===== config.mk =====
export PLATFORM = sky130hd
export DESIGN_NAME = muldiv_seq
export DESIGN_NICKNAME = d
export VERILOG_FILES = /design/src/rtl/muldiv_seq_pkg.sv /design/src/rtl/muldiv_seq_alu.sv /design/src/rtl/muldiv_seq.sv
export SDC_FILE = /design/constraint.sdc
export NUM_CORES = 1
export LEC_CHECK = 0
export ABC_CLOCK_PERIOD_IN_PS = 6770
export BUFFER_PORTS_ARGS = -buffer_cell sky130_fd_sc_hd__buf_4
export CAP_MARGIN = 20
export CORE_ASPECT_RATIO = 1.25
export CORE_MARGIN = 10
export CORE_UTILIZATION = 54
export CTS_CLUSTER_SIZE = 40
export DETAILED_ROUTE_END_ITERATION = 8
export HOLD_SLACK_MARGIN = 0.1
export PLACE_DENSITY = 0.83
export SLEW_MARGIN = 20
export SYNTH_ARGS = -nofsm -noshare
export SYNTH_HDL_FRONTEND = slang
export SYNTH_SLANG_ARGS = --single-unit

===== constraint.sdc =====
create_clock -name clk -period 6.77 [get_ports clk]
set_input_delay 1.0155 -clock clk [delete_from_list [all_inputs] [get_ports clk]]
set_output_delay 1.0155 -clock clk [all_outputs]
set_load 0.05 [all_outputs]

===== src/rtl/muldiv_seq_pkg.sv =====
// Shared encodings for the RV32M multiply/divide sequencer and the ALU decoder.
// The optional zero-operand multiply bypass is enabled with MULDIV_ZERO_BYPASS_EN.
package muldiv_seq_pkg;

    localparam logic [1:0] OP_MUL   = 2'b00;
    localparam logic [1:0] OP_MULHU = 2'b01;
    localparam logic [1:0] OP_DIVU  = 2'b10;
    localparam logic [1:0] OP_REMU  = 2'b11;

    // Must match the codes produced by the main ALU decoder.
    localparam logic [3:0] ALU_AND = 4'b0000;
    localparam logic [3:0] ALU_OR  = 4'b0001;
    localparam logic [3:0] ALU_ADD = 4'b0010;
    localparam logic [3:0] ALU_SUB = 4'b0110;

    typedef enum logic [1:0] {
        S_IDLE = 2'd0,
        S_RUN  = 2'd1,
        S_DONE = 2'd2
    } state_t;

endpackage


===== src/rtl/muldiv_seq_alu.sv =====
// Core ALU (AND/OR/ADD/SUB), shared by the execute stage and the mul/div sequencer.
module alu
    import muldiv_seq_pkg::*;
#(
    parameter int XLEN = 32
) (
    input  logic [XLEN-1:0] a,
    input  logic [XLEN-1:0] b,
    input  logic [3:0]      ALUControl,
    output logic [XLEN-1:0] result,
    output logic            zero
);

    always_comb begin
        result = '0;
        case (ALUControl)
            ALU_AND: result = a & b;
            ALU_OR:  result = a | b;
            ALU_ADD: result = a + b;
            ALU_SUB: result = a - b;
            default: result = '0;
        endcase
    end

    assign zero = (result == '0);

endmodule


===== src/rtl/muldiv_seq.sv =====
// Multi-cycle MUL/MULHU/DIVU/REMU sequencer: one bit per clock through a shared ALU.
// Define MULDIV_ZERO_BYPASS_EN to finish multiplies with a zero operand in one cycle.
module muldiv_seq
    import muldiv_seq_pkg::*;
#(
    parameter int XLEN = 32
) (
    input  logic            clk,
    input  logic            reset,
    input  logic            start,
    input  logic [1:0]      op,
    input  logic [XLEN-1:0] rs1_val,
    input  logic [XLEN-1:0] rs2_val,
    output logic            busy,
    output logic            done,
    output logic [XLEN-1:0] result
);

    localparam logic [5:0] LAST_STEP = 6'(XLEN - 1);

    state_t          state, state_n;
    logic [1:0]      op_r;
    logic [XLEN-1:0] hi, lo, mcand;
    logic [5:0]      count;
    logic [XLEN-1:0] alu_a, alu_b, alu_res;
    logic [3:0]      alu_ctl;
    logic            alu_zero_unused;
    logic [XLEN-1:0] rshift, sum, hi_step, lo_step, short_res;
    logic            carry, take, accept, shortcut, last;

    // hi/lo double as rem/quo for divides; mcand doubles as the divisor.
    alu #(.XLEN(XLEN)) u_alu (
        .a          (alu_a),
        .b          (alu_b),
        .ALUControl (alu_ctl),
        .result     (alu_res),
        .zero       (alu_zero_unused)
    );

    assign accept = start && (state != S_RUN);
    assign busy   = (state == S_RUN) || accept;
    assign done   = (state == S_DONE);
    assign last   = (count == LAST_STEP);

    always_comb begin
        rshift  = {hi[XLEN-2:0], lo[XLEN-1]};
        alu_a   = '0;
        alu_b   = '0;
        alu_ctl = ALU_ADD;
        if (state == S_RUN) begin
            alu_b = mcand;
            if (op_r[1]) begin
                alu_a   = rshift;
                alu_ctl = ALU_SUB;
            end else begin
                alu_a = hi;
            end
        end
    end

    always_comb begin
        sum   = lo[0] ? alu_res : hi;
        carry = lo[0] & (alu_res < hi);
        take  = hi[XLEN-1] | (rshift >= mcand);
        if (op_r[1]) begin
            hi_step = take ? alu_res : rshift;
            lo_step = {lo[XLEN-2:0], take};
        end else begin
            hi_step = {carry, sum[XLEN-1:1]};
            lo_step = {sum[0], lo[XLEN-1:1]};
        end
    end

    // Operations whose answer is known at issue skip the RUN phase.
    always_comb begin
        shortcut  = 1'b0;
        short_res = '0;
        if (op[1] && (rs2_val == '0)) begin
            shortcut  = 1'b1;
            short_res = (op == OP_DIVU) ? '1 : rs1_val;
        end
`ifdef MULDIV_ZERO_BYPASS_EN
        else if (!op[1] && ((rs1_val == '0) || (rs2_val == '0))) begin
            shortcut  = 1'b1;
            short_res = '0;
        end
`endif
    end

    always_comb begin
        state_n = state;
        case (state)
            S_IDLE, S_DONE: state_n = start ? (shortcut ? S_DONE : S_RUN) : S_IDLE;
            S_RUN:          state_n = last ? S_DONE : S_RUN;
            default:        state_n = S_IDLE;
        endcase
    end

    always_ff @(posedge clk) begin
        if (reset) state <= S_IDLE;
        else       state <= state_n;
    end

    always_ff @(posedge clk) begin
        if (reset) begin
            op_r   <= '0;
            hi     <= '0;
            lo     <= '0;
            mcand  <= '0;
            count  <= '0;
            result <= '0;
        end else if (accept) begin
            op_r  <= op;
            count <= '0;
            hi    <= '0;
            lo    <= op[1] ? rs1_val : rs2_val;
            mcand <= op[1] ? rs2_val : rs1_val;
            if (shortcut) result <= short_res;
        end else if (state == S_RUN) begin
            hi    <= hi_step;
            lo    <= lo_step;
            count <= count + 6'd1;
            if (last) begin
                case (op_r)
                    OP_MUL:   result <= lo_step;
                    OP_MULHU: result <= hi_step;
                    OP_DIVU:  result <= lo_step;
                    default:  result <= hi_step;
                endcase
            end
        end
    end

endmodule


=== Word-level counts from Yosys, hierarchy flattened ===
Index checks and enable logic that the tools add are counted.

* Register bits after elaboration: 138
* Input bits: 69
* Output and inout bits: 34
* Word-level logic and storage cells: 65

* Add/subtract/negate cells: 3
* $lt $le $gt $ge: 2
* Equal/unequal tests: 10
* Muxes and demuxes: 26
* Bitwise gates (word level): 4
* Reduce and logical (&&, ||, !) cells: 13

{| class="wikitable"
|+ Operators with widths
! operator !! number
|-
| $mux 32 || 18
|-
| $pmux 32 s4 || 1
|-
| $add 32x32->32 || 1
|-
| $and 32x32->32 || 1
|-
| $ge 32x32->1 || 1
|-
| $logic_not 32->1 || 1
|-
| $lt 32x32->1 || 1
|-
| $or 32x32->32 || 1
|-
| $sub 32x32->32 || 1
|-
| $add 6x1->6 const B || 1
|-
| $eq 2x2->1 const B || 3
|-
| $eq 6x5->1 const B || 1
|-
| $mux 2 || 3
|-
| $mux 3 || 2
|-
| $reduce_or 2->1 || 3
|-
| $logic_not 2->1 || 2
|-
| $logic_not 4->1 || 1
|-
| $ne 2x1->1 const B || 2
|-
| $pmux 2 s2 || 1
|-
| $reduce_bool 2->1 || 2
|-
| $eq 3x1->1 const B || 1
|-
| $eq 3x2->1 const B || 1
|-
| $eq 3x3->1 const B || 1
|-
| $reduce_and 3->1 || 1
|-
| other kinds (6) || 7
|}

=== Logic depth before layout (Yosys ltp) ===
* Depth in word-level cells: 11
* Mapped depth: 30
* Depth with buffers taken out: 26

=== By module ===
A second synthesis with hierarchy kept.

* Cells, all modules: 1928
* Area, all modules: 13849.5 um^2

{| class="wikitable"
|+ By module, submodules not included
! module !! times used !! cells each !! area an instance (um^2) !! seq. area each (um^2)
|-
| muldiv_seq || 1 || 1401 || 10341.2 || 2762.6
|-
| alu || 1 || 527 || 3508.4 || 0.0
|}

=== Least setup slack after synthesis ===
Ideal clock, no wire load.

* Kind: register to register
* Start: register state[0]
* End: register result[31]
* Setup time: 0.074 ns
* Arrival: 5.417 ns
* Required time: 6.696 ns
* Path slack: 1.279 ns
* Cell stages (with the launch flop): 30
* Path buffers: 4
* Clock period less this slack: 5.491 ns
* Cells stage by stage: dfxtp_1 > nor2b_1 > buf_2 > clkbuf_1 > buf_1 > nand2_1 > ha_1 > inv_1 > o21ai_0 > o31a_1 > nand3_1 > o21ai_0 > a21oi_1 > ha_1 > clkbuf_1 > and4_1 > nand3_1 > a2111oi_0 > nor2_1 > o21ai_1 > xor2_1 > ha_1 > nand4_1 > nor2_1 > nand2_1 > nor2_1 > a2111oi_0 > o211ai_1 > and3_1 > a31oi_1

* Cells in the longest elaborated chain, start to end: 11
* Elaborated cells between the ends (all ways): 29
* Those cells by class: add/sub: 2; order compare: 1; eq/ne: 6; mux: 12; bitwise: 3; reduce/logical: 5

{| class="wikitable"
|+ RTL lines
! item !! line !! text
|-
| start, declared || muldiv_seq.sv:21 || <nowiki>state_t state, state_n;</nowiki>
|-
| start signal, assigned || muldiv_seq.sv:101 || <nowiki>else state <= state_n;</nowiki>
|-
| $eq 2x1->1 || muldiv_seq.sv:50, muldiv_seq.sv:119 ||
|-
| $mux 32 / $mux 3 (equally long branches) || muldiv_seq.sv:50 || <nowiki>if (state == S_RUN) begin</nowiki>
|-
| $sub 32x32->32, or another cell as far along || muldiv_seq_alu.sv:20 || <nowiki>ALU_SUB: result = a - b;</nowiki>
|-
| $pmux 32 s4 || muldiv_seq_alu.sv:16 || <nowiki>case (ALUControl)</nowiki>
|-
| $lt 32x32->1 || muldiv_seq.sv:63 || <nowiki>carry = lo[0] & (alu_res < hi);</nowiki>
|-
| $and 1x1->1 || muldiv_seq.sv:63 ||
|-
| $mux 32 || muldiv_seq.sv:65 || <nowiki>if (op_r[1]) begin</nowiki>
|-
| $mux 32 || muldiv_seq.sv:124 || <nowiki>case (op_r)</nowiki>
|-
| $mux 32 || muldiv_seq.sv:123 || <nowiki>if (last) begin</nowiki>
|-
| $mux 32 || muldiv_seq.sv:119 || <nowiki>end else if (state == S_RUN) begin</nowiki>
|-
| $mux 32 || muldiv_seq.sv:112 || <nowiki>end else if (accept) begin</nowiki>
|-
| end signal, assigned || muldiv_seq.sv:118 || <nowiki>if (shortcut) result <= short_res;</nowiki>
|-
| end signal, assigned || muldiv_seq.sv:125 || <nowiki>OP_MUL: result <= lo_step;</nowiki>
|-
| end signal, assigned || muldiv_seq.sv:126 || <nowiki>OP_MULHU: result <= hi_step;</nowiki>
|-
| end, declared || muldiv_seq.sv:16 || <nowiki>output logic [XLEN-1:0] result</nowiki>
|}

Parallel ways exist; a longest one is shown, timed or not. The select of a mux whose other input is x is not followed.
A chain may end at the register's enable or synchronous reset.

=== Final worst setup path ===
* Start: register mcand[4]
* End: register result[31]

* Cells in the longest elaborated chain, start to end: 10
* Elaborated cells between the ends (all ways): 16
* Those cells by class: add/sub: 2; order compare: 2; mux: 8; bitwise: 4

{| class="wikitable"
|+ RTL lines
! item !! line !! text
|-
| start, declared || muldiv_seq.sv:23 || <nowiki>logic [XLEN-1:0] hi, lo, mcand;</nowiki>
|-
| start signal, assigned || muldiv_seq.sv:117 || <nowiki>mcand <= op[1] ? rs2_val : rs1_val;</nowiki>
|-
| $mux 32 || muldiv_seq.sv:50 ||
|-
| $sub 32x32->32, or another cell as far along || muldiv_seq_alu.sv:20 ||
|-
| $pmux 32 s4 || muldiv_seq_alu.sv:16 ||
|-
| $lt 32x32->1 || muldiv_seq.sv:63 ||
|-
| $and 1x1->1 || muldiv_seq.sv:63 ||
|-
| $mux 32 * || muldiv_seq.sv:65 ||
|-
| $mux 32 * || muldiv_seq.sv:124 ||
|-
| $mux 32 * || muldiv_seq.sv:123 ||
|-
| $mux 32 * || muldiv_seq.sv:119 ||
|-
| $mux 32 * || muldiv_seq.sv:112 ||
|}

Every way passes the cells marked *; elsewhere a longest branch is shown, timed or not. The select of a mux whose other input is x is not followed.

==> impl_metrics.prom <==
# TYPE chip_impl_metric gauge
chip_impl_info{name="cts_tree",value="built"} 1
chip_impl_metric{name="grt_util_met3",unit="%"} 4.87
chip_impl_metric{name="num_io_pins",unit=""} 103
chip_impl_info{name="top_usage_layer",value="met2"} 1
chip_impl_metric{name="routed_wl",unit="mm"} 43.6
chip_impl_metric{name="post_syn_nets",unit=""} 1874
chip_impl_metric{name="grt_first_pass_wirelength",unit="mm"} 69.4
chip_impl_metric{name="critical_path_required",unit="ns"} 7.12
chip_impl_metric{name="number_of_warnings_issued_by_yosys",unit=""} 0
chip_impl_metric{name="grt_use_total",unit="%"} 28.5
chip_impl_metric{name="synth_async_sr_flop_share",unit="%"} 0
chip_impl_metric{name="area_growth",unit="%"} 11.4
chip_impl_metric{name="cap_violations",unit=""} 0
chip_impl_metric{name="drt.antenna.violating_nets",unit=""} 0
chip_impl_metric{name="timing.max_slew.rel_slack",unit="%"} 29.5
chip_impl_metric{name="port_buffers",unit=""} 102
chip_impl_info{name="grt_setup_unrepaired",value="false"} 1
chip_impl_metric{name="fp.dieW",unit="um"} 156
chip_impl_metric{name="register_area",unit="sq um"} 2770
chip_impl_metric{name="routabilityCongestion",unit=""} 1.02
chip_impl_metric{name="dieArea",unit="sq um"} 29800
chip_impl_metric{name="grt_antenna_before_repair",unit=""} 0
chip_impl_metric{name="cts-hold-fix-buffers",unit=""} 0
chip_impl_metric{name="postSynthCellCount",unit=""} 1708
chip_impl_metric{name="final_min_period_over_clock_period",unit="%"} 91.5
chip_impl_metric{name="critical_path_peak_fanout",unit=""} 8
chip_impl_info{name="status",value="finished, final reports clean"} 1
chip_impl_metric{name="antenna_fix_cells",unit=""} 0
chip_impl_info{name="ys_top_cells_by_area",value="dfxtp_1, mux2i_1, ha_1"} 1
chip_impl_metric{name="setup_viol",unit=""} 0
chip_impl_metric{name="dpl.cell_count",unit=""} 2001
chip_impl_metric{name="number_of_buffers_between_clock_root_and_the_deepest_sink",unit=""} 2
chip_impl_metric{name="total_leakage_power",unit="uW"} 0.00562
chip_impl_metric{name="drt_iter0_markers",unit=""} 1733
chip_impl_metric{name="grt.met2_usage",unit="%"} 45.1
chip_impl_metric{name="drt_wl_cell",unit="um"} 21.4
chip_impl_metric{name="detailroute.via_count",unit=""} 13683
chip_impl_metric{name="global_route.overflow_total",unit=""} 0
chip_impl_metric{name="synth.ff_latch_count",unit=""} 138
chip_impl_metric{name="yosysSeqAreaShare",unit="%"} 22.0
chip_impl_metric{name="drt_drc_violations_left",unit=""} 0
chip_impl_metric{name="numClockSinks",unit=""} 138
chip_impl_info{name="synth_common_cells",value="nor2_1, a21oi_1, dfxtp_1, nand2_1, mux2i_1"} 1
chip_impl_info{name="synth-main-ff-cell",value="dfxtp_1"} 1
chip_impl_info{name="ordered_cell_list_for_the_critical_path",value="nor3_1 -> and3_2 -> a21oi_1 -> o21ai_0 -> o31ai_1 -> a21oi_1 -> a21oi_1 -> a21oi_1 -> ha_1 -> nand2_1 -> o21ai_0 -> or2_2 -> o31ai_1 -> nand2b_1 -> xor2_1 -> ha_1 -> nand4_1 -> nor2_1 -> nand2_1 -> nor2_1 -> a2111oi_0 -> o211ai_1 -> and3_1 -> a31oi_1"} 1
chip_impl_metric{name="fill_cells",unit=""} 2034
chip_impl_metric{name="avgSynthCellArea",unit="sq um"} 7.35
chip_impl_metric{name="detailedPlacementHpwl",unit="mm"} 32.5
chip_impl_metric{name="via_count_of_the_first_global_routing_pass",unit=""} 13018
chip_impl_metric{name="die_y",unit="um"} 191
chip_impl_metric{name="synth_top_area_share",unit="%"} 22.0
chip_impl_metric{name="rows",unit=""} 62
chip_impl_metric{name="drive_above_1_share",unit="%"} 11.4
chip_impl_metric{name="drt_first_pass_iters",unit=""} 6
chip_impl_metric{name="ir_worst_vdd",unit="mV"} 0.163
chip_impl_metric{name="synth.distinct_cells",unit=""} 79
chip_impl_info{name="setup.worst_path.start_class",value="flop"} 1
chip_impl_metric{name="routed_via_density",unit=""} 6.73
chip_impl_metric{name="timing_hold_violations_final",unit=""} 0
chip_impl_metric{name="grt_start_max_net_pins",unit=""} 75
chip_impl_metric{name="cts_post_setup_buffers_inserted",unit=""} 0
chip_impl_info{name="clockRootBuffer",value="clkbuf_16"} 1
chip_impl_metric{name="worstMarginPinSlew",unit="ns"} 1.05
chip_impl_info{name="critical_path.endpoint_type",value="flop"} 1
chip_impl_metric{name="number_of_buffers_added_by_the_clock_tree_synthesis_step",unit=""} 17
chip_impl_metric{name="grt_util_met1",unit="%"} 36.9
chip_impl_info{name="worstHoldPathType",value="flop to flop"} 1
chip_impl_info{name="dominant_cell_by_count_in_the_synthesized_netlist",value="nor2_1"} 1
chip_impl_metric{name="instances_no_fill",unit=""} 2032
chip_impl_metric{name="slew_violations",unit=""} 0
chip_impl_metric{name="final_nets",unit=""} 1898
chip_impl_metric{name="clkTransAtPathRegs",unit="ns"} 0.07
chip_impl_metric{name="max_freq",unit="MHz"} 161
chip_impl_metric{name="critPathArrivalTime",unit="ns"} 6.55
chip_impl_info{name="critical_path_class",value="flop to flop"} 1
chip_impl_metric{name="core",unit="sq um"} 23000
chip_impl_metric{name="finalWorstPathRequiredPeriod",unit="ns"} 6.20
chip_impl_metric{name="multi_input_area",unit="sq um"} 9060
chip_impl_metric{name="post_route_setup_tns",unit="ns"} 0
chip_impl_metric{name="total_standard_cell_area_after_synthesis",unit="sq um"} 12600
chip_impl_metric{name="cellPowerDensity",unit="nW/um^2"} 217
chip_impl_info{name="synth_area_leader_cell",value="dfxtp_1"} 1
chip_impl_metric{name="initial_utilization",unit="%"} 54.7
chip_impl_info{name="critical-path-slowest-cell",value="o31ai_1"} 1
chip_impl_metric{name="htree_num_levels",unit=""} 4
chip_impl_info{name="critPathMostFrequentCell",value="a21oi_1"} 1
chip_impl_metric{name="cpPeakStageDelay",unit="ns"} 0.55
chip_impl_metric{name="finClkSkew",unit="ns"} 0.0155
chip_impl_metric{name="ctsResizeCount",unit=""} 0
chip_impl_metric{name="worstSkewPairLatency",unit="ns"} 0.44
chip_impl_metric{name="synth_edf_count",unit=""} 0
[registers in the layout (all words and copies together), names as in the netlist]
register	count
op_r	2
count	6
result	32
mcand	32
lo	32
hi	32
state	2
[path summary, 6_finish.rpt]
kind                  from  cells past startpoint         end  slack (ns)
hold / removal    count[1]                      2    count[1]        0.48
setup / recovery  mcand[4]                     24  result[31]        0.57
setup reg to reg  mcand[4]                     24  result[31]        0.57
hold reg to reg   count[1]                      2    count[1]        0.48
[power by group]
part	total [uW]	internal [uW]	switching (uW)
combinational	1180	431	749
clock	930	555	375
sequential	922	859	63.3
total	3030	1840	1190
[placed cells by master, fill, tap and decap left out, types with 4 or more instances in the layout]
cell type / instances
or3_1: 8
nand2b_1: 6
nand4_1: 21
nor2b_1: 5
a211oi_1: 84
a311oi_1: 9
o2111ai_1: 4
ha_1: 96
o21ai_0: 118
a21boi_0: 5
nand2_1: 137
inv_1: 78
a21o_1: 20
o21a_1: 7
nor4_1: 8
o41ai_1: 5
o221a_2: 7
a221oi_1: 4
o31ai_1: 22
o211ai_1: 12
and3_1: 6
a31oi_1: 16
a311o_1: 6
and4_1: 4
nor3_1: 22
o221ai_1: 10
mux2_2: 19
clkbuf_16: 18
dfxtp_1: 136
mux2i_1: 127
a21oi_1: 156
o31a_1: 7
xor2_1: 17
a211o_1: 8
nor2_1: 252
nand3_1: 45
buf_4: 123
and2_1: 5
xnor2_1: 32
o21bai_1: 7
[critical path: cells and delay by family, from the launching register on]
kind / cells / cell delay [ns]
flip-flops: 1 / 0.38
XOR/XNOR: 1 / 0.27
AO/OA/AOI/OAI: 11 / 3.02
AND/OR/NAND/NOR: 10 / 1.80
adder cells (fa/ha/maj): 2 / 0.66
[metrics by stage]
stage / area [sq um] / setup slack [ns] / utilization, % / power [uW] / hold slack [ns]
4_1_cts: 14000 / 0.780 / 60.9 / 2990 / 0.485
6_report: 14000 / 0.573 / 61.0 / 3030 / 0.481
3_3_place_gp: 13400 / 1.04 / 58.4 / 2050 / 0.465
3_5_place_dp: 13400 / 0.829 / 58.4 / 2070 / 0.476
2_1_floorplan: 12600 / 1.28 / - / 1750 / 0.454
5_1_grt: 14000 / 0.168 / 61.0 / 3180 / 0.501
[metal layers]
layer	vias to the layer above	part of all wire [%]
met1	6408	40
met3	132	10
li1	6305	-
met5	-	0
met2	838	45
met4	0	4.6
[final cells by class]
cell class,count,share of cell area [%]
Tap cell,288,2.57
Clock buffer,22,3.54
Multi-Input combinational cell,1372,64.8
Clock inverter,9,0.617
Inverter,80,2.15
Sequential cell,138,19.8
Timing Repair Buffer,123,6.60
[logic make-up after synthesis]
family                     share of synthesized area [%]
adders and majority gates                           9.72
DFF                                                 22.0
and+or+nand+nor                                     19.2
AOI/OAI and AO/OA                                   27.8
buffers and inverters                               6.08
xor gates and xnor gates                            3.42
muxes                                               11.8
Note: power is estimated with default switching activity, not from simulation.
